### config.mk
export PLATFORM = sky130hd
export DESIGN_NAME = sevenseg_scan_ctrl
export DESIGN_NICKNAME = d
export VERILOG_FILES = /design/src/rtl/sevenseg_pkg.sv /design/src/rtl/sevenseg_glyph_dec.sv /design/src/rtl/sevenseg_scan_ctrl.sv
export SDC_FILE = /design/constraint.sdc
export NUM_CORES = 1
export LEC_CHECK = 0
export BUFFER_PORTS_ARGS = -buffer_cell sky130_fd_sc_hd__buf_2
export CORE_UTILIZATION = 46
export CTS_BUF_LIST = sky130_fd_sc_hd__clkbuf_4
export DETAILED_ROUTE_END_ITERATION = 16
export PLACE_DENSITY_LB_ADDON = 0.08
export SYNTH_ARGS = -nofsm -noshare
export SYNTH_HDL_FRONTEND = slang
export SYNTH_HIERARCHICAL = 1
export SYNTH_SLANG_ARGS = --single-unit
### constraint.sdc
create_clock -name clk -period 3.4 [get_ports clk]
set_input_delay 0.34 -clock clk [delete_from_list [all_inputs] [get_ports clk]]
set_output_delay 0.34 -clock clk [all_outputs]
set_load 0.05 [all_outputs]
### src/rtl/sevenseg_pkg.sv
// rtl/sevenseg_pkg.sv - glyph codes, segment table and scan FSM encoding for the seven-segment scanner
package sevenseg_pkg;

    localparam logic [4:0] GLYPH_BLANK = 5'h10;
    localparam logic [4:0] GLYPH_DASH  = 5'h11;
    localparam logic [4:0] GLYPH_L     = 5'h12;

    localparam logic [6:0] SEG_OFF  = 7'h7F;
    localparam logic [6:0] SEG_DASH = 7'h3F;
    localparam logic [6:0] SEG_L    = 7'h47;

    // Active-low, bit 0 = segment a ... bit 6 = segment g
    localparam logic [6:0] HEX_SEG [16] = '{
        7'h40, 7'h79, 7'h24, 7'h30, 7'h19, 7'h12, 7'h02, 7'h78,
        7'h00, 7'h10, 7'h08, 7'h03, 7'h46, 7'h21, 7'h06, 7'h0E
    };

    typedef enum logic {
        BLANK = 1'b0,
        DRIVE = 1'b1
    } scan_state_t;

    function automatic logic [6:0] glyph_to_seg(input logic [4:0] glyph);
        logic [6:0] seg;
        if (!glyph[4]) begin
            seg = HEX_SEG[glyph[3:0]];
        end else begin
            case (glyph)
                GLYPH_DASH: seg = SEG_DASH;
                GLYPH_L:    seg = SEG_L;
                default:    seg = SEG_OFF;
            endcase
        end
        return seg;
    endfunction

endpackage

### src/rtl/sevenseg_glyph_dec.sv
// rtl/sevenseg_glyph_dec.sv - combinational 5-bit glyph code to active-low segment decoder
module sevenseg_glyph_dec
    import sevenseg_pkg::*;
(
    input  logic [4:0] glyph,
    output logic [6:0] seg
);

    always_comb begin
        seg = glyph_to_seg(glyph);
    end

endmodule

### src/rtl/sevenseg_scan_ctrl.sv
// rtl/sevenseg_scan_ctrl.sv - multiplexed common-anode scan controller with PWM, blanking and frame-synchronous load
// Optional per-digit blinking is built when SEVENSEG_BLINK_EN is defined.
module sevenseg_scan_ctrl
    import sevenseg_pkg::*;
#(
    parameter int NUM_DIGITS   = 8,
    parameter int DIGIT_TICKS  = 100000,
    parameter int BLANK_TICKS  = 200,
    parameter int PWM_BITS     = 4,
    parameter int BLINK_FRAMES = 250,
    parameter int SIMULATE     = 0
)
(
    input  logic                    clk,
    input  logic                    reset,
    input  logic [5*NUM_DIGITS-1:0] d,
    input  logic [NUM_DIGITS-1:0]   dp,
    input  logic [NUM_DIGITS-1:0]   blink,
    input  logic [PWM_BITS-1:0]     brightness,
    input  logic                    load,
    output logic                    load_ack,
    output logic [6:0]              seg,
    output logic                    dp_n,
    output logic [NUM_DIGITS-1:0]   an
);

    localparam int DWELL = (SIMULATE != 0) ? 16 : DIGIT_TICKS;
    localparam int GAP   = (SIMULATE != 0) ? 2  : BLANK_TICKS;
    localparam int CNT_W = $clog2(DWELL);
    localparam int IDX_W = (NUM_DIGITS > 1) ? $clog2(NUM_DIGITS) : 1;

    localparam logic [CNT_W-1:0] CNT_LAST     = CNT_W'(DWELL - 1);
    localparam logic [CNT_W-1:0] CNT_GAP_LAST = CNT_W'(GAP - 1);
    localparam logic [IDX_W-1:0] IDX_LAST     = IDX_W'(NUM_DIGITS - 1);

    logic [CNT_W-1:0]    dwell_cnt;
    logic [IDX_W-1:0]    idx;
    logic [PWM_BITS-1:0] pwm_cnt;
    scan_state_t         state, state_next;
    logic                dwell_end, wrap;

    logic [4:0]            stage_glyph  [NUM_DIGITS];
    logic [4:0]            shadow_glyph [NUM_DIGITS];
    logic [NUM_DIGITS-1:0] stage_dp, shadow_dp;
    logic                  pending;

    logic [4:0]            cur_glyph;
    logic [6:0]            glyph_seg;
    logic                  lit, blink_dark;
    logic [NUM_DIGITS-1:0] an_next;

    assign dwell_end = (dwell_cnt == CNT_LAST);
    assign wrap      = dwell_end && (idx == IDX_LAST);

    always_ff @(posedge clk or negedge reset) begin
        if (!reset) begin
            dwell_cnt <= '0;
            idx       <= '0;
            pwm_cnt   <= '0;
            state     <= BLANK;
        end else begin
            dwell_cnt <= dwell_end ? '0 : dwell_cnt + CNT_W'(1);
            if (dwell_end) begin
                idx <= wrap ? '0 : idx + IDX_W'(1);
            end
            pwm_cnt <= pwm_cnt + PWM_BITS'(1);
            state   <= state_next;
        end
    end

    // State tracks the dwell counter: blank for the first GAP counts of every dwell.
    always_comb begin
        state_next = state;
        case (state)
            BLANK: if (dwell_cnt == CNT_GAP_LAST && !dwell_end) state_next = DRIVE;
            DRIVE: if (dwell_end) state_next = BLANK;
            default: state_next = BLANK;
        endcase
    end

    // Staging absorbs loads at any time; shadow only changes on the frame wrap so a frame never tears.
    always_ff @(posedge clk or negedge reset) begin
        if (!reset) begin
            for (int i = 0; i < NUM_DIGITS; i++) begin
                stage_glyph[i]  <= GLYPH_BLANK;
                shadow_glyph[i] <= GLYPH_BLANK;
            end
            stage_dp  <= '0;
            shadow_dp <= '0;
            pending   <= 1'b0;
            load_ack  <= 1'b0;
        end else begin
            load_ack <= wrap && pending;
            if (wrap && pending) begin
                shadow_glyph <= stage_glyph;
                shadow_dp    <= stage_dp;
            end
            if (load) begin
                for (int i = 0; i < NUM_DIGITS; i++) begin
                    stage_glyph[i] <= d[5*i +: 5];
                end
                stage_dp <= dp;
                pending  <= 1'b1;
            end else if (wrap) begin
                pending <= 1'b0;
            end
        end
    end

`ifdef SEVENSEG_BLINK_EN
    localparam int BLINK_LEN = (SIMULATE != 0) ? 2 : BLINK_FRAMES;
    localparam int FRAME_W   = $clog2(BLINK_LEN + 1);

    logic [NUM_DIGITS-1:0] stage_blink, shadow_blink;
    logic [FRAME_W-1:0]    frame_cnt;
    logic                  blink_phase;

    always_ff @(posedge clk or negedge reset) begin
        if (!reset) begin
            stage_blink  <= '0;
            shadow_blink <= '0;
            frame_cnt    <= '0;
            blink_phase  <= 1'b0;
        end else begin
            if (wrap && pending) shadow_blink <= stage_blink;
            if (load) stage_blink <= blink;
            if (wrap) begin
                if (frame_cnt == FRAME_W'(BLINK_LEN - 1)) begin
                    frame_cnt   <= '0;
                    blink_phase <= ~blink_phase;
                end else begin
                    frame_cnt <= frame_cnt + FRAME_W'(1);
                end
            end
        end
    end

    assign blink_dark = blink_phase && shadow_blink[idx];
`else
    localparam int UNUSED_BLINK_FRAMES = BLINK_FRAMES;
    logic unused_blink;
    assign unused_blink = ^blink;
    assign blink_dark   = 1'b0;
`endif

    assign cur_glyph = shadow_glyph[idx];

    sevenseg_glyph_dec u_glyph_dec (
        .glyph (cur_glyph),
        .seg   (glyph_seg)
    );

    // Full brightness bypasses the compare so the last PWM slot is lit too.
    always_comb begin
        lit     = (brightness == '1) || (pwm_cnt < brightness);
        an_next = '1;
        if (state == DRIVE && lit && !blink_dark) begin
            an_next[idx] = 1'b0;
        end
    end

    always_ff @(posedge clk or negedge reset) begin
        if (!reset) begin
            an   <= '1;
            seg  <= SEG_OFF;
            dp_n <= 1'b1;
        end else begin
            an   <= an_next;
            seg  <= glyph_seg;
            dp_n <= ~shadow_dp[idx];
        end
    end

endmodule
==> flow_metrics.tcl, run 1 <==
set metrics [dict create \
    syn_avg_cell_area_sq_um 14.2 \
    max_freq_mhz 354 \
    ys_seq_area_share_pct 57.2 \
    timing.final.crit_share_pct 83.1 \
    routed_wl_mm 11.2 \
    placedCellCount 656 \
    num_io_pins 80 \
    wl_per_cell_um 15.3 \
    skew_ns 0.0234 \
    numClockSinks 139 \
    setup-violations-final 0 \
    grt_pass1_wl_mm 19.2 \
    nets 621 \
    power.density_nw_per_um2 402 \
    syn_inst 432 \
    cts.clk_slew.worst_paths_ns 0.10 \
    die_h_um 118 \
    critPathMostFrequentCell "nand2_1" \
    leakage_uw 0.00330 \
    grt_overflow 0 \
    ys_warn_count 6 \
    hold_class "in2reg" \
    synth_edf_count 0 \
    ir_worst_vdd_uv 374 \
    area_delta_synth_final_pct 18.9 \
    die-area_sq_um 13800 \
    clk_latency_ns 0.53 \
    final_hold_viol_count 0 \
    cts_buffer_depth 2 \
    worstPathArrival_ns 3.28 \
    synth.area.top_cells "dfrtp_1, mux2_2, dfstp_2" \
    antenna_found_initial 0 \
    port_buffers 71 \
    yosysUniqueCellTypes 44 \
    setup-tns-final_ns 0 \
    cts_root_buf "clkbuf_4" \
    netlist.top_cell.by_area "dfrtp_1" \
    ys_ff_latch 139 \
    total_power_uw 2940 \
    worstPathRequired_ns 3.85 \
    syn_area_sq_um 6150 \
    synth.top_cell.area_share_pct 43.5 \
    grt_usage_pct 17.8 \
    reg2regPathDepth 6 \
    max-slew-margin-rel_pct 24.1 \
    rsz0062_at_grt "false" \
    yosysMostFrequentCell "dfrtp_1" \
    initialDrtViolationCount 133 \
    ys.flop_type "dfrtp_1" \
    cts_tree "yes" \
    syn_nets 510 \
    ys_async_sr_fraction_pct 100 \
    dp_hpwl_mm 7.35 \
    cts-buffers-inserted 17 \
    cts-resized-gates 0 \
    routed_via_density 5.13 \
    path_class "reg2reg" \
    slew_viol_final 0 \
    status "completed" \
    synth_common_cells "dfrtp_1, mux2_2, dfstp_2, nor2_1, mux2_1" \
    hold_depth 2 \
    htreeDepth 4 \
    cp_num_buf_inv 0 \
    cp.depth 6 \
    crit_path_start_kind "flop" \
    path_delay_family "simple AND/OR/NAND/NOR gates" \
    finalNonFillerCells 728 \
    tightestPinTransition_ns 1.14 \
    diodes 0 \
    grt_max_degree 90 \
    cap_violations 0 \
    gp_congestion 0.801 \
    coreArea_sq_um 12800 \
    worstSetupStartpoint "idx[1]$_DFFE_PN0N_" \
    drive_above_1_share_pct 42.3 \
    r2r-start "idx[1]$_DFFE_PN0N_" \
    die_w_um 118 \
    cp_slowest_stage_delay_ns 0.87 \
    ant_nets 0 \
    finalCriticalPeriod_ns 2.83 \
    crit_chain "mux4_2 > nand2_1 > nand2_1 > nor3b_1 > mux2i_1 > o22a_1" \
    path_max_fanout 17 \
    cp_slowest_cell "dfrtp_1" \
    min_from "dp[2]" \
    grt_pass1_vias 3910 \
    rows 41 \
    vias 3731 \
    end_kind "flop" \
    dr.pass1.iters 4 \
    drc_errors 0 \
    start_util_pct 48.0 \
]
-- layout make-up --
cell class                      instances  area, sq um
Clock inverter                         10          101
Sequential cell                       139         3520
Tap cell                              172          215
Multi-Input combinational cell        257         2440
Timing Repair Buffer                  116          825
Inverter                               12         45.0
Clock buffer                           22          165
Fill cell                            1070         5510
-- cell families (layout without fill, tap and decap cells) --
logic type / count (synthesis) / after routing / synth area share, %
AOI/OAI and AO/OA: 26 / 26 / 2.97
buffers and inverters: 36 / 160 / 3.09
adders and majority gates: 15 / 15 / 3.05
muxes: 121 / 121 / 24.4
DFF: 139 / 139 / 57.2
xor gates and xnor gates: 17 / 17 / 2.42
and+or+nand+nor: 78 / 78 / 6.82
-- metal layers --
metal	share of wire, %	track usage (%)
met5	0	0
met4	1.0	6.01
met3	3.7	5.28
met2	49	29.0
met1	46	22.8
-- path summary, 6_finish.rpt --
path	to	slack, ns
worst min register to register	pwm_cnt[0]$_DFF_PN0_	0.48
max in group asynchronous	shadow_glyph[9]$_DFFE_PN1P_	2.17
min in group asynchronous	dwell_cnt[8]$_DFF_PN0_	0.43
worst min-delay path	stage_dp[2]$_DFFE_PN0P_	0.06
worst max-delay path	seg[4]$_DFF_PN1_	0.57
worst max register to register	seg[4]$_DFF_PN1_	0.57
-- through the flow --
step                      worst slack, ns  cell area [sq um]  util [%]  hold slack [ns]
final                               0.575               7310      57.0           0.0579
after floorplan                      1.02               6150         -           0.0444
after detailed placement            0.621               6640      51.8            0.470
after global placement              0.666               6640      51.8            0.456
after global routing                0.300               7310      57.0          0.00204
after CTS                           0.583               7210      56.2          0.00427
-- placed cells by master (no fill, tap or decap), types with 2 or more instances in the layout --
cell type,synthesis,final
o31a_1,2,2
nand3_1,6,6
dlygate4sd3_1,0,40
dfstp_2,32,32
clkinv_2,0,3
o21a_1,2,2
bufinv_16,0,2
mux2_1,20,20
a21oi_1,3,3
buf_2,5,70
a31oi_1,2,2
o211ai_1,3,3
inv_1,12,12
xor2_1,4,4
mux4_2,13,13
mux2i_1,5,5
mux2_2,83,83
and4_1,2,2
nor2b_1,5,5
nand4_1,7,7
nand2_1,14,14
nor3b_1,3,3
nor3_1,6,6
clkinv_1,0,3
clkbuf_4,0,22
buf_12,0,2
o21ai_0,6,6
nor4_1,6,6
buf_4,3,3
ha_1,15,15
clkinvlp_4,0,2
xnor2_1,13,13
nor2_1,21,21
dfrtp_1,107,107
o2111ai_1,4,4
-- sequential cells by signal, summed over array words and instances, names as in the netlist --
register / count
shadow_glyph: 40
dp_n: 1
seg: 7
load_ack: 1
idx: 3
state: 1
dwell_cnt: 17
pending: 1
shadow_dp: 8
pwm_cnt: 4
stage_dp: 8
an: 8
stage_glyph: 40
-- power breakdown --
group	switching, uW	internal (uW)
clock	539	466
combinational	74.1	108
sequential	31.3	1720
total	645	2290
-- repair_timing --
action,CTS,global route
buffers inserted,0,0
endpoints found under the hold margin,93,10
hold buffers,30,10
(Power assumes the default switching activity.)
==> inputs of run 2 (changes only) <==
Settings changed: ABC_AREA from default to 1.
Clock period 3.4 ns to 2.56 ns, I/O delays scaled along.
==> flow_metrics.tcl, run 2 <==
set metrics [dict create \
    status "completed" \
    placedCellCount 1028 \
    synth_compound_area_share_pct 3.53 \
    synth_xor_area_share_pct 0.806 \
    start_util_pct 47.1 \
    die-area_sq_um 14600 \
    die_w_um 121 \
    crit_path_start_kind "flop" \
    syn_area_sq_um 6520 \
    drive_above_1_share_pct 17.4 \
    syn_avg_cell_area_sq_um 8.11 \
    wl_per_cell_um 13.3 \
    netlist.top_cell.by_area "dfrtp_1" \
    cts_tree "yes" \
    dp_hpwl_mm 9.96 \
    ir_worst_vdd_uv 394 \
    ys_ff_latch 139 \
    route.met2.wl_mm 7.00 \
    area_delta_synth_final_pct 21.5 \
    final_common_cell "nand2_1" \
    fin_util_pct 57.3 \
    gp_congestion 0.882 \
    synthAdderAreaFrac_pct 2.88 \
    met1_length_mm 7.01 \
    clk_latency_ns 0.54 \
    worstPathRequired_ns 3.05 \
    synth.top_cell.area_share_pct 41.1 \
    routed.top_layer "met4" \
    synth_top_family_by_area "simple AND/OR/NAND/NOR gates" \
    routed_wl_mm 14.8 \
    antenna_found_initial 1 \
    design_area_sq_um 7920 \
    nets 996 \
    ys_async_sr_fraction_pct 100 \
    final_hold_viol_count 0 \
    rsz0062_at_grt "false" \
    grt_usage_pct 21.9 \
    route.met3.wl_um 562 \
    vias 5512 \
    drc_errors 0 \
    cts.clk_slew.worst_paths_ns 0.11 \
    slew_viol_final 0 \
    cap_violations 0 \
    num_io_pins 80 \
    syn_nets 881 \
    die_h_um 121 \
    synth.area.top_cells "dfrtp_1, nand2_1, dfstp_2" \
    routed_via_density 4.96 \
    ys.flop_type "dfrtp_1" \
    port_buffers 71 \
    finalNonFillerCells 1112 \
    hold_class "in2reg" \
    synthSimpleGateAreaFrac_pct 32.6 \
    yosysUniqueCellTypes 27 \
    dr.pass1.iters 5 \
    skew_ns 0.0208 \
    grt_pass1_vias 5285 \
    rows 43 \
    synthMuxAreaShare_pct 0 \
    htreeDepth 4 \
    ys_seq_area_share_pct 54.0 \
    tightestPinTransition_ns 0.566 \
    cts_buffer_depth 2 \
    numClockSinks 139 \
    mostFrequentLayoutCells "nand2_1, dfrtp_1, buf_2, nor2_1, nand4_1" \
    ys_warn_count 6 \
    cts-buffers-inserted 17 \
    initialDrtViolationCount 318 \
    end_kind "flop" \
    yosysMostFrequentCell "nand2_1" \
    cts_root_buf "clkbuf_4" \
    setup-tns-final_ns 0 \
    grt_pass1_wl_mm 24.9 \
    max_freq_mhz 427 \
    grt_max_degree 59 \
    dpl_cell_area_sq_um 7020 \
    worstPathArrival_ns 2.83 \
    path_class "reg2reg" \
    syn_inst 803 \
    grt_overflow 0 \
    max-slew-margin-rel_pct 62.1 \
    path_max_fanout 6 \
    setup-violations-final 0 \
    power.density_nw_per_um2 556 \
    reg_top3 "shadow_glyph (40), stage_glyph (40), dwell_cnt (17)" \
    synth_common_cells "nand2_1, dfrtp_1, nor2_1, nand4_1, inv_1" \
    finalCriticalPeriod_ns 2.34 \
    total_power_uw 4410 \
    timing.final.crit_share_pct 91.6 \
    leakage_uw 0.00413 \
    synth_edf_count 0 \
    ant_nets 0 \
    coreArea_sq_um 13800 \
]
==> run 2: layout make-up <==
type                       instances  area (sq um)
clock inverter                    14           249
clock buffer                      18           135
timing repair buffer             137           992
inverter                          52           195
fill                            1261          5910
antenna                            1          2.50
sequential                       139          3520
multi-input combinational        571          2600
tap                              180           225
==> run 2: repair_timing <==
| action | in CTS | in global routing |
|---|---|---|
| hold buffers | 49 | 0 |
| buffers inserted | 0 | 2 |
| setup endpoints to repair | 0 | 1 |
| resized for setup | 0 | 2 |
| hold endpoints to repair | 79 | 0 |
==> run 2: kinds of logic (layout without fill, tap and decap cells) <==
group | after synthesis | count (layout)
compound gates | 43 | 43
xor+xnor | 6 | 6
fa+ha+maj | 15 | 15
buf+inv | 93 | 221
flops | 139 | 139
other cells | 0 | 1
simple gates | 507 | 507
==> run 2: critical path, stage by stage (launching register included) <==
cell and delay (ns):
dfrtp_1 0.47, nor2_1 0.28, inv_1 0.18, nor2_1 0.14, o21ai_0 0.10, nand4_1 0.22, inv_1 0.16, ha_1 0.34
inv_1 0.06, nand2_1 0.04, nand2_1 0.10, nand2_1 0.05, nand2_1 0.07, nand2_1 0.05, nand2_1 0.05
==> run 2: worst paths after layout <==
kind,cells after the start,to,slack [ns],start
max,14,seg[3]$_DFF_PN1_,0.22,idx[2]$_DFFE_PN0N_
min,3,pending$_DFFE_PN0P_,0.09,load
max reg2reg,14,seg[3]$_DFF_PN1_,0.22,idx[2]$_DFFE_PN0N_
min reg2reg,2,shadow_glyph[24]$_DFFE_PN1P_,0.47,shadow_glyph[24]$_DFFE_PN1P_
max in group asynchronous,3,shadow_glyph[4]$_DFFE_PN1P_,1.58,reset
min in group asynchronous,2,dwell_cnt[13]$_DFF_PN0_,0.21,reset
==> run 2: per-stage QoR <==
stage,hold slack (ns),setup WS [ns]
6_report,0.0881,0.216
5_1_grt,0.0708,0.00188
4_1_cts,0.0445,0.251
3_5_place_dp,0.269,0.273
3_3_place_gp,0.262,0.341
2_1_floorplan,-0.0396,0.588
==> run 2: routing by layer <==
metal,global-route usage (%),up-vias
li1,-,2802
met1,29.3,2563
met3,5.08,19
met5,0,-
met4,7.72,0
met2,34.8,128
==> run 2: report_power, final <==
group          leakage [uW]  switching, uW  internal [uW]  total, uW
Clock              0.000199            780           1070       1850
Sequential          0.00173           40.6           2270       2310
Combinational       0.00220            127            118        244
